===== config.mk =====
export PLATFORM = sky130hd
export DESIGN_NAME = key_conditioner
export DESIGN_NICKNAME = d
export VERILOG_FILES = /design/src/rtl/key_conditioner_pkg.sv /design/src/rtl/key_conditioner_channel.sv /design/src/rtl/key_conditioner.sv
export SDC_FILE = /design/constraint.sdc
export NUM_CORES = 1
export LEC_CHECK = 0
export CORE_MARGIN = 3
export CORE_UTILIZATION = 59
export DETAILED_ROUTE_END_ITERATION = 7
export HOLD_SLACK_MARGIN = 0.02
export PLACE_DENSITY = 0.77
export SYNTH_ARGS = -nofsm -noshare
export SYNTH_HDL_FRONTEND = slang
export SYNTH_SLANG_ARGS = --single-unit

===== constraint.sdc =====
create_clock -name clk -period 3.5 [get_ports clk]
set_input_delay 0.875 -clock clk [delete_from_list [all_inputs] [get_ports clk]]
set_output_delay 0.875 -clock clk [all_outputs]
set_load 0.03 [all_outputs]

===== src/rtl/key_conditioner_pkg.sv =====
// rtl/key_conditioner_pkg.sv - shared state encodings and sizing helpers for the key conditioner
package key_conditioner_pkg;

    typedef logic [2:0] key_state_t;

    localparam key_state_t ST_IDLE     = 3'd0;
    localparam key_state_t ST_PRESS_DB = 3'd1;
    localparam key_state_t ST_HELD     = 3'd2;
    localparam key_state_t ST_REPEAT   = 3'd3;
    localparam key_state_t ST_REL_DB   = 3'd4;

    // Width of a counter that must hold 0..max_val; never narrower than 1 bit.
    function automatic int cnt_width(input int max_val);
        return (max_val < 1) ? 1 : $clog2(max_val + 1);
    endfunction

    function automatic int cycles_per_ms(input int clk_hz);
        return clk_hz / 1000;
    endfunction

endpackage


===== src/rtl/key_conditioner_channel.sv =====
// rtl/key_conditioner_channel.sv - one key: synchroniser, debounce/hold/repeat FSM and pulse registers
module key_conditioner_channel
    import key_conditioner_pkg::*;
#(
    parameter int DEBOUNCE_MS = 20,
    parameter int LONG_MS     = 800,
    parameter int REPEAT_MS   = 150,
    parameter bit ACTIVE_LOW  = 1'b1
) (
    input  logic clk,
    input  logic rst_n,
    input  logic tick_i,
    input  logic key_raw_i,
    output logic level_o,
    output logic press_o,
    output logic release_o,
    output logic repeat_o,
    output logic long_o
);

    localparam int DB_W   = cnt_width(DEBOUNCE_MS);
    localparam int HOLD_W = cnt_width(LONG_MS);
    localparam int REP_W  = cnt_width(REPEAT_MS);

    localparam logic [DB_W-1:0]   DB_LIM   = DB_W'(DEBOUNCE_MS);
    localparam logic [HOLD_W-1:0] HOLD_LIM = HOLD_W'(LONG_MS);
    localparam logic [REP_W-1:0]  REP_LIM  = REP_W'(REPEAT_MS);

    logic pressed_raw;
    logic meta_q, sync_q;

    key_state_t        state_q, state_d;
    logic [DB_W-1:0]   db_q, db_d, db_inc;
    logic [HOLD_W-1:0] hold_q, hold_d, hold_inc;
    logic [REP_W-1:0]  rep_q, rep_d, rep_inc;
    logic level_q, level_d, long_q, long_d;
    logic press_q, press_d, release_q, release_d, repeat_q, repeat_d;

    // Normalising before the flops lets reset clear the chain to "released" for either polarity.
    assign pressed_raw = key_raw_i ^ ACTIVE_LOW;

    always_ff @(posedge clk or negedge rst_n) begin
        if (!rst_n) begin
            meta_q <= 1'b0;
            sync_q <= 1'b0;
        end else begin
            meta_q <= pressed_raw;
            sync_q <= meta_q;
        end
    end

    assign db_inc   = (db_q == DB_LIM)     ? db_q   : db_q + DB_W'(1);
    assign hold_inc = (hold_q == HOLD_LIM) ? hold_q : hold_q + HOLD_W'(1);
    assign rep_inc  = (rep_q == REP_LIM)   ? rep_q  : rep_q + REP_W'(1);

    always_comb begin
        state_d   = state_q;
        db_d      = db_q;
        hold_d    = hold_q;
        rep_d     = rep_q;
        level_d   = level_q;
        long_d    = long_q;
        press_d   = 1'b0;
        release_d = 1'b0;
        repeat_d  = 1'b0;
        case (state_q)
            ST_IDLE: begin
                db_d = '0;
                if (sync_q) state_d = ST_PRESS_DB;
            end
            ST_PRESS_DB: begin
                if (!sync_q) begin
                    state_d = ST_IDLE;
                    db_d    = '0;
                end else if (tick_i) begin
                    if (db_inc == DB_LIM) begin
                        state_d  = ST_HELD;
                        db_d     = '0;
                        hold_d   = '0;
                        level_d  = 1'b1;
                        press_d  = 1'b1;
                        repeat_d = 1'b1;
                    end else begin
                        db_d = db_inc;
                    end
                end
            end
            ST_HELD: begin
                if (!sync_q) begin
                    state_d = ST_REL_DB;
                    db_d    = '0;
                end else if (tick_i) begin
                    hold_d = hold_inc;
                    if (hold_inc == HOLD_LIM) begin
                        state_d  = ST_REPEAT;
                        rep_d    = '0;
                        long_d   = 1'b1;
                        repeat_d = 1'b1;
                    end
                end
            end
            ST_REPEAT: begin
                if (!sync_q) begin
                    state_d = ST_REL_DB;
                    db_d    = '0;
                end else if (tick_i) begin
                    if (rep_inc == REP_LIM) begin
                        rep_d    = '0;
                        repeat_d = 1'b1;
                    end else begin
                        rep_d = rep_inc;
                    end
                end
            end
            ST_REL_DB: begin
                // long_q is set exactly when REPEAT is entered, so it records where we came from.
                if (sync_q) begin
                    state_d = long_q ? ST_REPEAT : ST_HELD;
                end else if (tick_i) begin
                    if (db_inc == DB_LIM) begin
                        state_d   = ST_IDLE;
                        db_d      = '0;
                        level_d   = 1'b0;
                        long_d    = 1'b0;
                        release_d = 1'b1;
                    end else begin
                        db_d = db_inc;
                    end
                end
            end
            default: state_d = ST_IDLE;
        endcase
    end

    always_ff @(posedge clk or negedge rst_n) begin
        if (!rst_n) begin
            state_q   <= ST_IDLE;
            db_q      <= '0;
            hold_q    <= '0;
            rep_q     <= '0;
            level_q   <= 1'b0;
            long_q    <= 1'b0;
            press_q   <= 1'b0;
            release_q <= 1'b0;
            repeat_q  <= 1'b0;
        end else begin
            state_q   <= state_d;
            db_q      <= db_d;
            hold_q    <= hold_d;
            rep_q     <= rep_d;
            level_q   <= level_d;
            long_q    <= long_d;
            press_q   <= press_d;
            release_q <= release_d;
            repeat_q  <= repeat_d;
        end
    end

    assign level_o   = level_q;
    assign long_o    = long_q;
    assign press_o   = press_q;
    assign release_o = release_q;
    assign repeat_o  = repeat_q;

endmodule


===== src/rtl/key_conditioner.sv =====
// rtl/key_conditioner.sv - 1 ms prescaler plus one conditioning channel per panel key
module key_conditioner
    import key_conditioner_pkg::*;
#(
    parameter int N_KEYS      = 4,
    parameter int CLK_HZ      = 12_000_000,
    parameter int DEBOUNCE_MS = 20,
    parameter int LONG_MS     = 800,
    parameter int REPEAT_MS   = 150,
    parameter bit ACTIVE_LOW  = 1'b1
) (
    input  logic              clk,
    input  logic              rst_n,
    input  logic [N_KEYS-1:0] key_raw_i,
    output logic [N_KEYS-1:0] key_level_o,
    output logic [N_KEYS-1:0] key_press_o,
    output logic [N_KEYS-1:0] key_release_o,
    output logic [N_KEYS-1:0] key_repeat_o,
    output logic [N_KEYS-1:0] key_long_o,
    output logic              tick_1ms_o
);

    localparam int DIV   = cycles_per_ms(CLK_HZ);
    localparam int PRE_W = cnt_width(DIV - 1);
    localparam logic [PRE_W-1:0] PRE_LAST = PRE_W'(DIV - 1);

    if (DEBOUNCE_MS < 1 || LONG_MS < 1 || REPEAT_MS < 1 || DIV < 1) begin : g_bad_params
        $error("key_conditioner: DEBOUNCE_MS, LONG_MS, REPEAT_MS must be >= 1 and CLK_HZ >= 1000");
    end

    logic [PRE_W-1:0] pre_q;
    logic             tick;

    assign tick = (pre_q == PRE_LAST);

    always_ff @(posedge clk or negedge rst_n) begin
        if (!rst_n) pre_q <= '0;
        else        pre_q <= tick ? '0 : pre_q + PRE_W'(1);
    end

    assign tick_1ms_o = tick;

    for (genvar k = 0; k < N_KEYS; k++) begin : g_key
        key_conditioner_channel #(
            .DEBOUNCE_MS(DEBOUNCE_MS),
            .LONG_MS    (LONG_MS),
            .REPEAT_MS  (REPEAT_MS),
            .ACTIVE_LOW (ACTIVE_LOW)
        ) u_channel (
            .clk      (clk),
            .rst_n    (rst_n),
            .tick_i   (tick),
            .key_raw_i(key_raw_i[k]),
            .level_o  (key_level_o[k]),
            .press_o  (key_press_o[k]),
            .release_o(key_release_o[k]),
            .repeat_o (key_repeat_o[k]),
            .long_o   (key_long_o[k])
        );
    end

endmodule


==> results of run 1 <==
flip-flops by register name (all words and copies together) (netlist names):
| name | count |
|---|---|
| g_key.u_channel.state_q | 12 |
| pre_q | 14 |
| g_key.u_channel.db_q | 20 |
| g_key.u_channel.repeat_o | 4 |
| g_key.u_channel.long_o | 4 |
| g_key.u_channel.level_o | 4 |
| g_key.u_channel.meta_q | 4 |
| g_key.u_channel.press_o | 4 |
| g_key.u_channel.rep_q | 32 |
| g_key.u_channel.sync_q | 4 |
| g_key.u_channel.release_o | 4 |
| g_key.u_channel.hold_q | 40 |
metal layers:
metal,share of wire (%),up-vias
met5,0,-
met4,1.3,0
met3,4.6,26
met2,48,194
met1,46,4052
li1,-,4128
worst paths after layout:
kind,end,cells after the start,startpoint,slack (ps)
min,g_key[2].u_channel.sync_q,0,g_key[2].u_channel.meta_q,350
max,tick_1ms_o,4,pre_q[8],420
max reg2reg,g_key[1].u_channel.rep_q[7],8,g_key[1].u_channel.hold_q[0],540
max in group asynchronous,g_key[3].u_channel.meta_q,2,rst_n,2410
min reg2reg,g_key[2].u_channel.sync_q,0,g_key[2].u_channel.meta_q,350
min in group asynchronous,g_key[1].u_channel.hold_q[8],1,rst_n,390
layout make-up:
| type | count | area [um^2] |
|---|---|---|
| repair buffers | 34 | 332 |
| fillers | 1351 | 5500 |
| well taps | 216 | 270 |
| clock buffers | 19 | 443 |
| flip-flops and latches | 146 | 3650 |
| clock inverters | 13 | 174 |
| inverters | 59 | 221 |
| multi-input cells | 875 | 5350 |
power groups by stage:
stage	clock, uW	combinational [uW]	sequential [uW]
floorplan	0	269	1760
global placement	0	288	1810
detailed placement	0	290	1810
CTS	1940	293	1780
global route	2010	335	1790
finish	1910	292	1790
per-stage QoR:
stage	setup WS (ps)	util [%]	power, uW	area, um^2
floorplan	363	-	2030	9660
global placement	599	61.6	2100	9830
detailed placement	583	61.6	2100	9830
CTS	393	65.5	4020	10400
global route	329	65.5	4130	10400
finish	421	65.5	3980	10400
layout by cell type, fill, tap and decap left out, drive strengths merged, types with 9 or more instances in the layout:
cell type,instances
nand4,22
nor4,17
clkdlybuf4s50,24
buf,10
xnor2,20
and2,9
mux2i,10
o31ai,27
nor2b,20
a31oi,22
nand2,99
or3,11
a21oi,68
clkbuf,19
o21a,9
or2,10
xor2,16
nand2b,21
dfrtp,146
ha,25
nand3,69
nor2,113
nor3,31
o22ai,9
inv,63
and3,27
o21ai,91
critical path: cells and delay by family, from the launching register on:
family	cells	cell delay (ps)
buffers and inverters	2	330
flip-flops	1	430
AND/OR/NAND/NOR	2	1010
cell families after synthesis:
kind of cell | Yosys count | synth area share (%)
compound gates | 302 | 20.2
mux | 17 | 1.85
fa+ha+maj | 25 | 3.24
buf+inv | 130 | 6.78
simple gates | 495 | 26.8
xor+xnor | 36 | 3.27
flops | 146 | 37.8
==> key figures, run 1 <==
Status
  – Outcome: completed

Floorplanning
  – Die area: 17900 um^2
  – Die width: around 130 um
  – Initial Utilization: roughly three fifths
  – # rows: 46
  – Core Box Area: 15900 um^2
  – Die Y: about 130 um
  – Num ports: 27

Setup path
  – Crit path largest cell delay: roughly 630 ps
  – CP startpoint kind: register
  – CP max FO: 13
  – CP endpoint kind: output pin
  – Slowest stage cell, crit path: or4_4
  – Worst path required time: 2620 ps
  – CP arrival: 2200 ps
  – Cells along the critical path: or3b_1, or4_4, inv_1, buf_4
  – CP Class: reg2out

Pwr
  – PwrDens: 382 nW/um^2
  – Maximum vdd drop: 0.348 mV
  – Int Power: 2970 uW
  – Pleak: 0.00425 uW
  – Sw Ratio: between 20 and 30%
  – Clock share of power: 47.8%
  – Sequential share of power: 44.9%
  – Sw power: between 1000 and 1500 uW
  – Combinational power share: 7.3%

Finish
  – Nets: 1164
  – Area Overhead vs Synth: 8.14%
  – Post-route insts no fill: 1362
  – Layout cells sized above 1: 6.63%
  – Number of antenna diodes: 0

Synthesis
  – Netlist cell types: 91
  – EDFF count, synth: 0
  – Top FF cell, synth: dfrtp_1
  – Top cells by area, synth: dfrtp_1 38%, o21ai_0 4.6%, nor2_1 4.4%
  – Warnings, synthesis: 0
  – Syn Nets: between 1000 and 1500
  – Share of flip-flops with an asynchronous set or reset: 100%
  – Most common cell in the synthesized netlist: dfrtp_1
  – Register bit total from synthesis: ~150
  – Top cells by count, synth: 146 x dfrtp_1, 113 x nor2_1, 99 x nand2_1
  – Area of the mapped netlist: 9660 um^2
  – Syn_area_per_cell: between 8 and 9 um^2
  – Area leader, netlist: dfrtp_1
  – Yosys top cell area share: 37.8%
  – Sequential share of the synthesized area: 37.8%
  – Post-Syn Instances: 1151

Clock tree
  – Num CTS Buffers: 17
  – Clock buffer depth: 2
  – Reg clk slew, reported paths: about 60 ps
  – PostCTS Resize Cnt: 0
  – CTS tree: done
  – CTS Hold Bufs: 0
  – H-tree levels: 4
  – Skew-Pair Late Insertion Delay: between 400 and 500 ps
  – Root Driver: clkbuf_16
  – Setup bufs post-CTS: 0
  – Clock sink count: 146

Placement
  – Port Buf Inserts: 26
  – Final HPWL DP: 14600 um
  – Placed cells: 1330
  – GPL Wtd Cong: 0.907

GRT
  – GR Util met2: 39.0%
  – GRT overflow: 0
  – Gr busiest metal: met2
  – Pin count of the biggest net entering global routing: 54
  – M3 GR Usage: 4.73%
  – Vias in the first global route: around 7600
  – Total track usage: 24.1%
  – Initial antenna violation count: 0
  – Met1 usage: between 30% and 40%
  – First-pass GRT wire length: 36300 um

Drt
  – Drt first-iter violations: 679
  – DRT Pass-1 Iters: 5
  – WL final: 21000 um
  – Routed vias: 8400
  – Remaining antenna violation count: 0
  – Vias per cell: ~6
  – Residual DRC: 0
  – Wire per inst: 15.4 um

Timing
  – Fin. Hold Viols: 0
  – Final Cycle Share: 88.0%
  – Fmax: 0.325 GHz
  – Worst slew pin tran: around 670 ps
  – Final Skew: 8.36 ps
  – Final hold slack: 350 ps
  – Max-slew headroom: 54.7%
  – RSZ-0062 raised after global routing: false
  – Slew Limit Fails: 0
  – Fin crit period: 3080 ps
  – Final setup violation count: 0
  – Setup TNS: 0 ps

Hold path
  – Hold crit path type: reg2reg

Run
  – Number of max-cap violations: 0
(Power assumes the default switching activity.)
==> inputs of run 2 (changes only) <==
--- a/config.mk
+++ b/config.mk
@@ -5,6 +5,7 @@
 export SDC_FILE = /design/constraint.sdc
 export NUM_CORES = 1
 export LEC_CHECK = 0
+export CORE_ASPECT_RATIO = 1.25
 export CORE_MARGIN = 3
 export CORE_UTILIZATION = 59
 export DETAILED_ROUTE_END_ITERATION = 7
==> run 2 against run 1 <==
  * Critical path type unchanged
  * Setup slack worse by 280 ps
  * Largest power group unchanged
  * Sequential share of layout area down 0.071 points
  * Non-clock buffer count up 3
  * Final area up 0.20%
  * Final cell count about the same
==> key figures, run 2 (synthesized netlist as in run 1, its figures left out) <==
Status
  – Outcome: completed

Floorplanning
  – # rows: 51 (+11%)
  – Die area: 17900 um^2 (about the same)
  – Die width: 120 um (-10%)
  – Core Box Area: 15800 um^2 (-0.74%)
  – Die Y: 149 um (+11%)
  – Initial Utilization: 61.0% (+0.45 points)
  – Num ports: 27 (unchanged)

Drt
  – Wire per inst: 15.3 um (-0.62%)
  – Drt first-iter violations: 543 (-20%)
  – Remaining antenna violation count: 0 (unchanged)
  – Routed vias: 8350 (-0.60%)
  – DRT Pass-1 Iters: 7 (+2)
  – Vias per cell: 6.14 (-0.52%)
  – WL final: 20900 um (-0.69%)
  – Residual DRC: 0 (unchanged)

Clock tree
  – Reg clk slew, reported paths: 60 ps (about the same)
  – Root Driver: clkbuf_16
  – PostCTS Resize Cnt: 0 (unchanged)
  – Num CTS Buffers: 17 (unchanged)
  – CTS tree: done
  – Clock sink count: 146 (unchanged)
  – H-tree levels: 4 (unchanged)
  – Clock buffer depth: 2 (unchanged)
  – CTS Hold Bufs: 0 (unchanged)
  – Setup bufs post-CTS: 0 (unchanged)
  – Skew-Pair Late Insertion Delay: 430 ps (about the same)

Setup path
  – Reg2Reg Launch Point: g_key[1].u_channel.hold_q[0]
  – R2R Path End: g_key[1].u_channel.rep_q[7]
  – Crit path buf inv count: 3 (+1)
  – Slowest stage cell, crit path: or4_4
  – Cells on worst reg2reg path: 9 (+1)
  – Family with the most delay on the worst path: simple AND/OR/NAND/NOR gates
  – Cells along the critical path: or3b_1, or4_4, inv_1, buf_4, buf_4
  – CP endpoint kind: output pin
  – Crit path largest cell delay: 630 ps (about the same)
  – CP max FO: 20 (+7)
  – Worst path required time: 2620 ps (about the same)
  – CP startpoint kind: register
  – R2R setup slack: 590 ps (+50 ps)
  – Most common cell on crit path: buf_4
  – CP arrival: 2480 ps (+280 ps)
  – CP Class: reg2out

Hold path
  – Min-delay src: g_key[0].u_channel.meta_q
  – Hold Path End: g_key[0].u_channel.sync_q
  – WHS Path Cells: 0 (unchanged)
  – Hold crit path type: reg2reg

GRT
  – Pin count of the biggest net entering global routing: 55 (+1.9%)
  – Initial antenna violation count: 0 (unchanged)
  – GR Util met2: 40.6% (+1.6 points)
  – Met1 usage: 31.2% (-2.1 points)
  – Gr busiest metal: met2
  – Total track usage: 24.3% (+0.26 points)
  – GRT overflow: 0 (unchanged)
  – Vias in the first global route: 8044 (+5.2%)
  – First-pass GRT wire length: 36500 um (+0.68%)
  – M3 GR Usage: 4.14% (-0.59 points)

Finish
  – Top reg by flops: g_key.u_channel.hold_q
  – Area Overhead vs Synth: 8.36%
  – Number of antenna diodes: 0 (unchanged)
  – Layout cells sized above 1: 6.70% (+0.070 points)
  – Nets: 1167 (+0.26%)
  – Max reg flops: 40 (unchanged)
  – Commonest non-fill, non-tap cell in the layout: dfrtp_1
  – Multi-input logic area: 5350 um^2 (unchanged)
  – Filler instances: 1345 (-0.44%)
  – Most frequent cells in the layout: 146 x dfrtp_1, 113 x nor2_1, 99 x nand2_1
  – FF/Latch Area: 3650 um^2 (unchanged)
  – Largest registers: g_key.u_channel.hold_q x40, g_key.u_channel.rep_q x32, g_key.u_channel.db_q x20

Timing
  – RSZ-0062 raised after global routing: false
  – Max-slew headroom: 55.4% (+0.69 points)
  – Fin crit period: 3360 ps (+280 ps)
  – Final hold slack: 348 ps (-2.41 ps)
  – Setup TNS: 0 ps (unchanged)
  – Fmax: 0.298 GHz (-8.3%)
  – Fin. Hold Viols: 0 (unchanged)
  – Slew Limit Fails: 0 (unchanged)
  – Worst slew pin tran: 665 ps (-10.3 ps)
  – Final Cycle Share: 96.0% (+8.0 points)
  – Final setup violation count: 0 (unchanged)
  – Final Skew: 8.72 ps (+0.362 ps)

Pwr
  – Pleak: 0.00427 uW (+0.43%)
  – Tot Pwr: 4000 uW (+0.36%)
  – PwrDens: 382 nW/um^2 (+0.16%)
  – Maximum vdd drop: 0.319 mV (-8.3%)

Placement
  – Port Buf Inserts: 26 (unchanged)
  – Final HPWL DP: 14500 um (-0.98%)
  – GPL Wtd Cong: 0.924 (+1.9%)

Run
  – Number of max-cap violations: 0 (unchanged)
-- run 2: changes by cell type in the layout (fill, tap and decap cells not counted) --
cell,before,now
clkinv_4,3,5
clkinvlp_4,3,2
bufinv_16,3,4
clkbuf_8,1,0
clkbuf_1,1,3
clkinv_2,0,1
inv_6,4,0
buf_4,8,11
-- run 2: worst max path at each step --
stage,start,cells past startpoint,slack (ps),endpoint
2_1_floorplan,pre_q[8],6,360,tick_1ms_o
5_1_grt,pre_q[8],5,70,tick_1ms_o
4_1_cts,pre_q[8],5,140,tick_1ms_o
3_3_place_gp,pre_q[8],5,640,tick_1ms_o
3_5_place_dp,pre_q[8],5,590,tick_1ms_o
6_report,pre_q[8],5,140,tick_1ms_o
-- run 2: where the power goes --
| group | leakage [uW] | internal [uW] | switching, uW | total [uW] |
|---|---|---|---|---|
| Combinational | 0.00198 | 104 | 187 | 291 |
| Sequential | 0.00200 | 1710 | 77.2 | 1790 |
| Clock | 0.000294 | 1200 | 721 | 1920 |
| Total | 0.00427 | 3010 | 985 | 4000 |
-- run 2: cell type report --
class	instances	share of cell area, %
clock buffers	20	4.17
flip-flops and latches	146	34.9
well taps	212	2.53
repair buffers	37	3.38
multi-input cells	875	51.1
clock inverters	12	1.76
inverters	59	2.12
-- run 2: routing by layer --
layer / wire length (um) / part of all wire (%) / up-vias
met5: 0 / 0 / -
met4: 502 / 2.4 / 0
met3: 696 / 3.3 / 39
met2: 10300 / 49 / 176
met1: 9410 / 45 / 4004
li1: - / - / 4131
-- run 2: per-stage QoR --
stage          utilization [%]  cells  setup WS, ps  cell area (um^2)
3_3_place_gp              62.2   1329           641              9840
2_1_floorplan                -   1151           363              9660
3_5_place_dp              62.2   1329           595              9840
6_report                  66.1   1361           141             10500
5_1_grt                   66.1   1361          66.4             10500
4_1_cts                   66.1   1361           136             10500
==> inputs of run 3 (changes only) <==
--- a/config.mk
+++ b/config.mk
@@ -9,6 +9,7 @@
 export CORE_MARGIN = 3
 export CORE_UTILIZATION = 59
 export DETAILED_ROUTE_END_ITERATION = 7
+export GPL_ROUTABILITY_DRIVEN = 0
 export HOLD_SLACK_MARGIN = 0.02
 export PLACE_DENSITY = 0.77
 export SYNTH_ARGS = -nofsm -noshare
==> results of run 3 <==
The final DEF is identical to that of run 2; final timing and power are the same.
